[src/rtl/tt_sweep_pkg.sv]
// Shared types and constants for the truth-table sweep checker.
package tt_sweep_pkg;

  typedef enum logic [1:0] {
    ST_IDLE  = 2'd0,
    ST_ISSUE = 2'd1,
    ST_WAIT  = 2'd2,
    ST_DONE  = 2'd3
  } state_e;

  localparam logic [15:0] DEFAULT_TT = 16'hE605;

  // Bits needed to hold values 0..max_val; never narrower than one bit.
  function automatic int cnt_w(input int max_val);
    return (max_val < 2) ? 1 : $clog2(max_val + 1);
  endfunction

endpackage

[src/rtl/tt_sweep_watchdog.sv]
// Per-vector response watchdog: counts enabled cycles after a clear and
// flags expiry once the count reaches TIMEOUT (saturates there).
module tt_sweep_watchdog
  import tt_sweep_pkg::*;
#(
  parameter int TIMEOUT = 15
) (
  input  logic clk,
  input  logic rst_n,
  input  logic clear,
  input  logic enable,
  output logic expire
);

  localparam int CW = cnt_w(TIMEOUT);
  localparam logic [CW-1:0] LIMIT = CW'(TIMEOUT);

  logic [CW-1:0] count;

  always_ff @(posedge clk or negedge rst_n) begin
    if (!rst_n) begin
      count <= '0;
    end else if (clear) begin
      count <= '0;
    end else if (enable && (count != LIMIT)) begin
      count <= count + CW'(1);
    end
  end

  assign expire = (count == LIMIT);

endmodule

[config.mk]
export PLATFORM = sky130hd
export DESIGN_NAME = tt_sweep_watchdog
export DESIGN_NICKNAME = d
export VERILOG_FILES = /design/src/rtl/tt_sweep_pkg.sv /design/src/rtl/tt_sweep_watchdog.sv
export SDC_FILE = /design/constraint.sdc
export NUM_CORES = 1
export LEC_CHECK = 0
export BUFFER_PORTS_ARGS = -buffer_cell sky130_fd_sc_hd__buf_4
export CORE_AREA = 2 2 39 41
export CTS_CLUSTER_SIZE = 8
export DETAILED_ROUTE_END_ITERATION = 16
export DIE_AREA = 0 0 41 43
export GPL_TIMING_DRIVEN = 1
export PLACE_DENSITY = 0.44
export SYNTH_ARGS = -nofsm -noshare
export SYNTH_HDL_FRONTEND = slang
export SYNTH_SLANG_ARGS = --single-unit
[constraint.sdc]
create_clock -name clk -period 1.7 [get_ports clk]
set_input_delay 0.34 -clock clk [delete_from_list [all_inputs] [get_ports clk]]
set_output_delay 0.34 -clock clk [all_outputs]
set_load 0.03 [all_outputs]
# Yosys cells after proc, flatten, opt, wreduce, memory -nomap -nowiden
# Index checks and enable logic that the tools add are counted.
[totals]
out_inout_bits = 1
in_bits = 4
reg_bits = 4
elab_cells = 8
[op_classes]
muxes = 2
addsub = 1
reduce_logical = 2
n_eq_ne = 2
[op_table]
columns = ["operator", "count"]
rows = [
  ["two-way mux 4 bit", 2],
  ["adder 4 x 1 -> 4 bit (second input constant)", 1],
  ["equality test 4 bit (second input constant)", 1],
  ["inequality test 4 bit (second input constant)", 1],
  ["nonzero test 2 bit", 1],
  ["logical AND 1 bit", 1],
]

# Longest topological paths before layout
# Gate-level depths: netlist of the first run.
[logic_depth]
depth_word = 4
depth_mapped = 4
ltp_nobuf = 4

# Least setup slack after synthesis of the first run
# OpenSTA, ideal clock, no wires.
[synth_timing]
path_kind = "flip-flop to flip-flop"
from = "reg count[0]"
to = "reg count[0]"
required_ps = 1575
path_slack_ps = 357
arrival_ps = 1218
path_stages_with_launch = 5
path_buffers = 0
path_cell_list = "dfrtp_1 > ha_1 > and3_4 > nor2b_4 > mux2_4"
[synth_between]
elab_chain_len = 3
[synth_rtl]
columns = ["item", "line", "rtl"]
rows = [
  ["start: declaration", "tt_sweep_watchdog.sv:18", "logic [CW-1:0] count;"],
  ["start signal: assignment", "tt_sweep_watchdog.sv:26", "count <= count + CW'(1);"],
  ["adder 4 x 1 -> 4 bit / inequality test 4 bit (equally long branches)", "tt_sweep_watchdog.sv:26, tt_sweep_watchdog.sv:25", ""],
  ["two-way mux 4 bit / logical AND 1 bit (equally long branches)", "tt_sweep_watchdog.sv:25", "end else if (enable && (count != LIMIT)) begin"],
  ["two-way mux 4 bit / nonzero test 2 bit (equally long branches)", "n/a", ""],
]
# Several ways; a longest one is shown, not always the timed one. The select of a mux whose other input is x is not followed.
# A chain may end at the register's enable or synchronous reset.

# Worst setup path in the final report of the first run
[layout_timing]
from = "reg count[0]"
to = "out expire"
[layout_between]
elab_chain_len = 1
[layout_rtl]
columns = ["item", "line", "rtl"]
rows = [
  ["equality test 4 bit", "tt_sweep_watchdog.sv:30", "assign expire = (count == LIMIT);"],
  ["end: declaration", "tt_sweep_watchdog.sv:12", "output logic expire"],
]
# No other way between the ends.

==> flow_metrics.py, run 1 <==
metrics = {
    "status": {
        "status": "complete, no violations",
    },
    "timing": {
        "slew_headroom_pct": 89.8,
        "max_freq_mhz": 643,
        "max_slew.worst_pin.slew_ns": 0.152,
        "maxSlewViolCount": 0,
        "finClkSkew_ns": 0.00652,
        "rsz0062_at_grt": "no",
        "timing.setup.tns_ns": 0,
        "finalCriticalPeriod_ns": 1.56,
        "fin_crit_sh_pct": 91.5,
        "finalHoldViolCount": 0,
        "setup_viol": 0,
    },
    "clock_network": {
        "clockRootBuffer": "clkbuf_4",
        "clock-sinks": 4,
        "cts_tree": "done",
        "cts.clk_slew.worst_paths_ns": 0.04,
        "cts_buffers": 3,
        "clock_latency_ns": 0.24,
        "clock_path_buffers": 2,
        "postCtsSetupBuffers": 0,
        "h-tree-depth": 1,
    },
    "pwr": {
        "p_per_area_mw_per_mm2": 822,
        "ir_drop_mv": 0.296,
        "p_leak_nw": 0.146,
    },
    "detailed_routing": {
        "drtIter0Drc": 4,
        "routed_via_density": 4.23,
        "ant_nets": 0,
        "vias": 186,
        "routed_wirelength_um": 449,
        "post_drt_wl_per_cell_um": 10.2,
        "drcViolationCount": 0,
        "first_pass_iters": 2,
    },
    "critical_path": {
        "worstReg2RegEnd": "count[0]$_DFFE_PN0P_",
        "cp_max_fo": 4,
        "r2r_start": "count[0]$_DFFE_PN0P_",
        "crit_required_ns": 1.36,
        "r2r_slack_ns": 0.33,
        "cp-start-kind": "register",
        "critical-path-slowest-cell": "dfrtp_1",
        "path_cells": "ha_1 -> and3_4 -> buf_4",
        "worstPathArrival_ns": 1.22,
        "reg2reg_depth": 4,
        "critPathLaunch": "count[0]$_DFFE_PN0P_",
        "cp-end-kind": "primary output",
        "worstSetupPathType": "register to primary output",
        "cpPeakStageDelay_ns": 0.40,
    },
    "hold_path": {
        "hp-start": "clear",
        "holdPathEnd": "count[3]$_DFFE_PN0P_",
        "hold_depth": 2,
        "worstHoldPathType": "primary input to register",
    },
    "floorplanning": {
        "ios": 5,
        "dieArea_mm2": 0.00176,
        "rows": 14,
        "core_mm2": 0.00138,
        "die_h_um": 43,
        "initial_core_util_pct": 16.5,
        "die_w_um": 41,
    },
    "yosys": {
        "synth_top_area_cell": "dfrtp_1",
        "yosysTopAreaCellShare_pct": 43.7,
        "synth_common_cells": "dfrtp_1, a21oi_1, nand2b_1",
        "yosys_warnings": 0,
        "synth.most_common_cell": "dfrtp_1",
        "avgSynthCellArea_um2": 11.4,
        "synth_fp_nets": 25,
        "yosysUniqueCellTypes": 15,
        "synth-seq-cells": 4,
        "ys.flop_type": "dfrtp_1",
        "async_flop_share_pct": 100,
        "synthCells": 20,
        "seq_area_frac_synth_pct": 43.7,
        "synth_edf_count": 0,
        "netlist_area_um2": 229,
        "synthTopCellsByArea": "dfrtp_1, mux2_4, nor2b_4",
    },
    "grt": {
        "overflow": 0,
        "grt_pass1_vias": 190,
        "grt_max_degree": 7,
        "track_usage_pct": 7.55,
        "antenna_found_initial": 0,
        "grt_pass1_wl_um": 779,
    },
    "placed_design": {
        "place_area_um2": 279,
        "io_buffers": 4,
        "hpwl_um": 329,
        "place_congestion": 0.609,
    },
    "layout": {
        "largest_register": "count",
        "fin_area_um2": 312,
        "area_growth_pct": 36.1,
        "final_layout_size_suffix_gt1_share_pct": 39.3,
        "reg.largest.list": "count (4)",
        "diodes": 0,
        "fillers": 145,
        "final_nets": 35,
        "largest_reg_flops": 4,
    },
    "flow_run": {
        "maxCapViolations": 0,
    },
}
report_power, final:
group / total (W) / internal, W / leakage [nW] / switching, W
registers: 0.000105 / 0.000100 / 0.0544 / 0.00000448
clock network: 0.000123 / 0.0000793 / 0.0138 / 0.0000439
logic: 0.0000282 / 0.0000169 / 0.0781 / 0.0000112
area by class of cell:
class / instances / area [um^2] / area share, %
Multi-Input combinational cell: 16 / 129 / 41.4
Timing Repair Buffer: 5 / 40.0 / 12.9
Clock buffer: 3 / 22.5 / 7.23
Sequential cell: 4 / 100 / 32.1
Tap cell: 16 / 20.0 / 6.43
per-layer routing:
layer	track usage, %	routed length, um
met4	4.00	0
met2	8.13	183
met3	9.42	61
met1	8.09	204
met5	0	0
cell families after synthesis:
group / Yosys count / share of synthesized area [%]
mux: 2 / 10.9
flops: 4 / 43.7
compound gates: 3 / 6.56
simple gates: 10 / 33.3
fa+ha+maj: 1 / 5.46
timing repair:
item / 4_1_cts / 5_1_grt
hold buffers: 1 / 0
endpoints found under the setup margin: 0 / 0
resized for setup: 0 / 0
hold endpoints to repair: 4 / 0
metrics by stage:
step           instances  total power [W]  worst slack (ns)  utilization (%)  hold WS, ns
2_1_floorplan         20         0.000120             0.357                -       0.0444
3_3_place_gp          40         0.000131             0.366             20.2        0.140
3_5_place_dp          40         0.000133             0.344             20.2        0.141
4_1_cts               44         0.000259             0.139             22.5        0.290
5_1_grt               44         0.000275            0.0910             22.5        0.291
6_report              44         0.000256             0.144             22.5        0.291
worst max path at each step:
stage / end / slack [ns]
final: expire / 0.14
after global routing: expire / 0.09
after CTS: expire / 0.14
after detailed placement: count[0]$_DFFE_PN0P_ / 0.34
after global placement: count[0]$_DFFE_PN0P_ / 0.37
after floorplan: count[0]$_DFFE_PN0P_ / 0.36
worst max-delay path, delay by kind of cell (launching register included):
kind,cells,cell delay (ns)
DFF,1,0.40
buffers and inverters,1,0.17
and+or+nand+nor,1,0.17
adders and majority gates,1,0.24
cells in the final DEF, fill, tap and decap left out:
| cell | instances |
|---|---|
| dfrtp_1 | 4 |
| buf_4 | 4 |
| clkbuf_4 | 3 |
| a21oi_1 | 2 |
| nand2b_1 | 2 |
| and3_4 | 1 |
| nand4_1 | 1 |
| o21ai_0 | 1 |
| or2_0 | 1 |
| and4b_2 | 1 |
| nor3_1 | 1 |
| nor2b_4 | 1 |
| mux2i_1 | 1 |
| nor2b_1 | 1 |
| nor2_1 | 1 |
| mux2_4 | 1 |
| ha_1 | 1 |
| dlygate4sd3_1 | 1 |
(Power assumes the default switching activity.)
==> inputs of run 2 (changes only) <==
--- a/config.mk
+++ b/config.mk
@@ -11,7 +11,7 @@
 export DETAILED_ROUTE_END_ITERATION = 16
 export DIE_AREA = 0 0 41 43
 export GPL_TIMING_DRIVEN = 1
-export PLACE_DENSITY = 0.44
+export PLACE_DENSITY = 0.38
 export SYNTH_ARGS = -nofsm -noshare
 export SYNTH_HDL_FRONTEND = slang
 export SYNTH_SLANG_ARGS = --single-unit
==> run 2 against run 1 <==
  * First-iteration DRC count is 100% lower
  * Die area is the same
  * Fmax is 0.18% higher
  * Clock power is 6% lower
  * Global-route usage shrank 0.52 points
  * Cell area is the same
  * Utilization did not move
  * Clock skew shrank 0.0031 ns
  * Sequential cell count is the same
  * Sequential power barely moved
==> flow_metrics.py, run 2 (synthesis results as in run 1) <==
metrics = {
    "critical_path": {
        "cp_max_fo": 4,
        "worstSetupPathType": "register to primary output",
        "path_delay_family": "flip-flops",
        "r2r_start": "count[0]$_DFFE_PN0P_",
        "critical-path-slowest-cell": "dfrtp_1",
        "worstReg2RegEnd": "count[0]$_DFFE_PN0P_",
        "r2r_slack_ns": 0.32,
        "cp-start-kind": "register",
        "path_buf_inv": 1,
        "cp-end-kind": "primary output",
        "worstPathArrival_ns": 1.21,
        "path_cells": "ha_1 -> and3_4 -> buf_4",
        "crit_required_ns": 1.36,
        "cpPeakStageDelay_ns": 0.41,
        "reg2reg_depth": 4,
    },
    "timing": {
        "max_freq_mhz": 644,
        "setup_viol": 0,
        "finClkSkew_ns": 0.00341,
        "setup_slack_ns": 0.147,
        "timing.setup.tns_ns": 0,
        "slew_headroom_pct": 91.6,
        "rsz0062_at_grt": "no",
        "finalHoldViolCount": 0,
        "finalCriticalPeriod_ns": 1.55,
        "fin_crit_sh_pct": 91.3,
        "max_slew.worst_pin.slew_ns": 0.122,
        "maxSlewViolCount": 0,
    },
    "hold_path": {
        "holdPathEnd": "count[3]$_DFFE_PN0P_",
        "hold_depth": 2,
        "hp-start": "clear",
        "worstHoldPathType": "primary input to register",
    },
    "layout": {
        "final_layout_size_suffix_gt1_share_pct": 39.3,
        "largest_reg_flops": 4,
        "fin_area_um2": 312,
        "mostFrequentLayoutCells": "dfrtp_1, buf_4, clkbuf_4, a21oi_1, nand2b_1",
        "final_util_pct": 22.5,
        "final_nets": 35,
        "final_cells": 44,
        "reg.largest.list": "count (4)",
        "largest_register": "count",
        "diodes": 0,
        "area_growth_pct": 36.1,
    },
    "placed_design": {
        "place_congestion": 0.666,
        "hpwl_um": 343,
        "dpl.cell_count": 40,
        "dp_slack_ns": 0.330,
        "place_area_um2": 279,
        "io_buffers": 4,
    },
    "clock_network": {
        "cts_resized": 0,
        "clock_path_buffers": 2,
        "cts_tree": "done",
        "postCtsSetupBuffers": 0,
        "clockRootBuffer": "clkbuf_4",
        "clock_latency_ns": 0.23,
        "clock-sinks": 4,
        "h-tree-depth": 1,
        "ctsHoldBuffers": 1,
        "cts_buffers": 3,
        "cts.clk_slew.worst_paths_ns": 0.04,
    },
    "floorplanning": {
        "die_w_um": 41,
        "rows": 14,
        "core_mm2": 0.00138,
        "dieArea_mm2": 0.00176,
        "initial_core_util_pct": 16.5,
        "die_h_um": 43,
        "ios": 5,
    },
    "detailed_routing": {
        "drtIter0Drc": 0,
        "routed_via_density": 4.11,
        "drcViolationCount": 0,
        "routed_wirelength_um": 428,
        "ant_nets": 0,
        "first_pass_iters": 1,
        "post_drt_wl_per_cell_um": 9.73,
        "vias": 181,
    },
    "flow_run": {
        "maxCapViolations": 0,
    },
    "grt": {
        "antenna_found_initial": 0,
        "overflow": 0,
        "track_usage_pct": 7.02,
        "grt_pass1_vias": 186,
        "grt_pass1_wl_um": 731,
        "grt_max_degree": 7,
    },
    "pwr": {
        "p_leak_nw": 0.146,
        "ir_drop_mv": 0.307,
        "p_per_area_mw_per_mm2": 797,
    },
    "status": {
        "status": "complete, no violations",
    },
}
-- run 2: cell counts in the layout (fill, tap and decap cells not counted) --
No cell type changed its count.
-- run 2: power breakdown --
group,total [W],leakage [nW],internal (W),switching (W)
Combinational,0.0000275,0.0781,0.0000168,0.0000107
Clock,0.000116,0.0138,0.0000788,0.0000368
Sequential,0.000105,0.0544,0.000100,0.00000480
Total,0.000248,0.146,0.000196,0.0000523
-- run 2: worst max path at each step --
stage / from / endpoint / slack (ns) / depth (start not counted)
floorplan: count[0]$_DFFE_PN0P_ / count[0]$_DFFE_PN0P_ / 0.36 / 4
global placement: count[0]$_DFFE_PN0P_ / count[0]$_DFFE_PN0P_ / 0.35 / 4
detailed placement: count[0]$_DFFE_PN0P_ / count[0]$_DFFE_PN0P_ / 0.33 / 4
CTS: count[0]$_DFFE_PN0P_ / expire / 0.14 / 3
global route: count[0]$_DFFE_PN0P_ / expire / 0.10 / 3
finish: count[0]$_DFFE_PN0P_ / expire / 0.15 / 3
-- run 2: worst reg2reg max path: cells and delay by family, from the launching register on --
kind / cells / cell delay (ns)
flip-flops: 1 / 0.41
AND/OR/NAND/NOR: 2 / 0.31
multiplexers: 1 / 0.30
adder cells (fa/ha/maj): 1 / 0.24
-- run 2: metrics by stage --
step,total power [W],hold WS [ns]
5_1_grt,0.000265,0.297
3_5_place_dp,0.000132,0.139
6_report,0.000248,0.300
2_1_floorplan,0.000120,0.0444
4_1_cts,0.000255,0.293
3_3_place_gp,0.000131,0.138
-- run 2: per-layer routing --
metal	share of wire, %	GRT usage (%)	wire length, um	up-vias
li1	-	-	-	88
met4	2.8	6.00	12	0
met3	9.1	6.28	39	2
met2	47	8.75	202	8
met5	0	0	0	-
met1	40	6.73	173	83
-- run 2: cell type report --
type	count	area (um^2)
timing repair buffer	5	40.0
clock buffer	3	22.5
tap	16	20.0
fill	147	1070
sequential	4	100
multi-input combinational	16	129
==> inputs of run 3 (changes only) <==
--- a/config.mk
+++ b/config.mk
@@ -12,6 +12,7 @@
 export DIE_AREA = 0 0 41 43
 export GPL_TIMING_DRIVEN = 1
 export PLACE_DENSITY = 0.38
+export RECOVER_POWER = 100
 export SYNTH_ARGS = -nofsm -noshare
 export SYNTH_HDL_FRONTEND = slang
 export SYNTH_SLANG_ARGS = --single-unit
==> constraint.sdc (replaced) <==
create_clock -name clk -period 1.5 [get_ports clk]
set_input_delay 0.3 -clock clk [delete_from_list [all_inputs] [get_ports clk]]
set_output_delay 0.3 -clock clk [all_outputs]
set_load 0.03 [all_outputs]
==> run 3 against run 2 <==
  * Register-to-register slack got worse by 0.25 ns
  * Utilization grew 0.45 points
  * Die area is the same
  * Critical path type is now register to register
==> flow_metrics.py, run 3 (synthesis results as in run 1) <==
metrics = {
    "timing": {
        "max_freq_mhz": 700,
        "hold_ws_ns": 0.259,
        "finalHoldViolCount": 0,
        "slew_headroom_pct": 85.7,
        "timing.setup.tns_ns": 0,
        "setup_viol": 0,
        "maxSlewViolCount": 0,
        "max_slew.worst_pin.slew_ns": 0.214,
        "finClkSkew_ns": 0.00193,
        "fin_crit_sh_pct": 95.3,
        "finalCriticalPeriod_ns": 1.43,
        "rsz0062_at_grt": "no",
        "setup_slack_ns": 0.0709,
    },
    "clock_network": {
        "clock-sinks": 4,
        "clockRootBuffer": "clkbuf_4",
        "clock_latency_ns": 0.23,
        "cts_tree": "done",
        "cts_buffers": 3,
        "h-tree-depth": 1,
        "clock_path_buffers": 2,
        "cts.clk_slew.worst_paths_ns": 0.04,
    },
    "critical_path": {
        "worstPathArrival_ns": 1.54,
        "cp-start-kind": "register",
        "endpoint": "count[0]$_DFFE_PN0P_",
        "r2r_slack_ns": 0.07,
        "cp-end-kind": "register",
        "worstSetupPathType": "register to register",
        "crit_required_ns": 1.61,
        "worstReg2RegEnd": "count[0]$_DFFE_PN0P_",
        "reg2reg_depth": 4,
        "critPathLaunch": "count[0]$_DFFE_PN0P_",
        "r2r_start": "count[0]$_DFFE_PN0P_",
        "cp_max_fo": 3,
    },
    "grt": {
        "antenna_found_initial": 0,
        "grt_pass1_vias": 200,
        "grt_max_degree": 7,
        "overflow": 0,
        "grt_pass1_wl_um": 786,
        "track_usage_pct": 7.73,
    },
    "flow_run": {
        "maxCapViolations": 0,
    },
    "layout": {
        "reg.largest.list": "count (4)",
        "final_layout_size_suffix_gt1_share_pct": 40.0,
        "largest_reg_flops": 4,
        "final_nets": 37,
        "fillers": 155,
        "mostFrequentLayoutCells": "dfrtp_1, buf_4, clkbuf_4",
        "area_growth_pct": 38.8,
        "largest_register": "count",
        "diodes": 0,
        "final_util_pct": 23.0,
    },
    "floorplanning": {
        "ios": 5,
        "core_mm2": 0.00138,
        "die_h_um": 43,
        "rows": 14,
        "initial_core_util_pct": 16.5,
        "die_w_um": 41,
        "dieArea_mm2": 0.00176,
    },
    "detailed_routing": {
        "first_pass_iters": 1,
        "routed_via_density": 4.28,
        "ant_nets": 0,
        "vias": 197,
        "routed_wirelength_um": 501,
        "drtIter0Drc": 0,
        "post_drt_wl_per_cell_um": 10.9,
        "drcViolationCount": 0,
    },
    "placed_design": {
        "io_buffers": 4,
        "dp_slack_ns": 0.130,
        "place_congestion": 0.641,
        "hpwl_um": 397,
    },
    "status": {
        "status": "complete, no violations",
    },
    "hold_path": {
        "worstHoldPathType": "primary input to register",
    },
    "pwr": {
        "ir_drop_mv": 0.205,
        "p_per_area_mw_per_mm2": 905,
        "p_leak_nw": 0.142,
    },
}
-- run 3: cell types whose count changed in the layout (fill, tap and decap cells not counted) --
cell / change
ha_2: +1
clkbuf_1: +1
nor2b_1: +1
buf_6: +1
nor2b_4: -1
mux2_2: +1
mux2_4: -1
ha_1: -1
-- run 3: layout make-up --
cell class / instances / area [um^2] / share of cell area (%)
Multi-Input combinational cell: 16 / 120 / 37.8
Tap cell: 16 / 20.0 / 6.30
Clock buffer: 3 / 22.5 / 7.09
Timing Repair Buffer: 7 / 55.1 / 17.3
Sequential cell: 4 / 100 / 31.5
-- run 3: report_power, final --
group           total, W  leakage (nW)  internal, W  switching, W
registers       0.000118        0.0544     0.000114    0.00000432
logic          0.0000366        0.0741    0.0000213     0.0000154
clock network   0.000133        0.0138    0.0000895     0.0000435
total           0.000288         0.142     0.000224     0.0000632
-- run 3: how the worst min path moves through the flow --
stage,from,endpoint,slack [ns],depth (start not counted)
floorplan,rst_n,count[0]$_DFFE_PN0P_,0.004,0
global placement,rst_n,count[3]$_DFFE_PN0P_,0.1,1
detailed placement,rst_n,count[2]$_DFFE_PN0P_,0.1,1
CTS,clear,count[3]$_DFFE_PN0P_,0.25,2
global route,clear,count[3]$_DFFE_PN0P_,0.25,2
finish,clear,count[3]$_DFFE_PN0P_,0.26,2
-- run 3: routing by layer --
layer / share of wire [%] / vias to the layer above / wire [um] / global-route usage [%]
met1: 37 / 97 / 187 / 7.07
li1: - / 94 / - / -
met3: 2.4 / 2 / 12 / 1.57
met2: 57 / 4 / 287 / 10.6
met5: 0 / - / 0 / 0
met4: 2.8 / 0 / 14 / 12.0
-- run 3: stage by stage --
| step | total power [W] | cell area [um^2] | cells |
|---|---|---|---|
| after global routing | 0.000310 | 318 | 46 |
| after CTS | 0.000305 | 329 | 46 |
| final | 0.000288 | 318 | 46 |
| after global placement | 0.000149 | 279 | 40 |
| after detailed placement | 0.000151 | 279 | 40 |
| after floorplan | 0.000136 | 229 | 20 |
-- run 3: worst max-delay path: stages (launching register included) --
cell	delay, ns
dfrtp_1	0.38
ha_2	0.20
and3_4	0.16
nor2b_1	0.20
mux2_2	0.37
-- run 3: repair_timing --
item,in CTS,in global routing
hold endpoints to repair,4,0
endpoints found under the setup margin,1,1
pin swaps,0,0
setup buffers,2,0
hold buffers,1,0
resized for setup,1,1
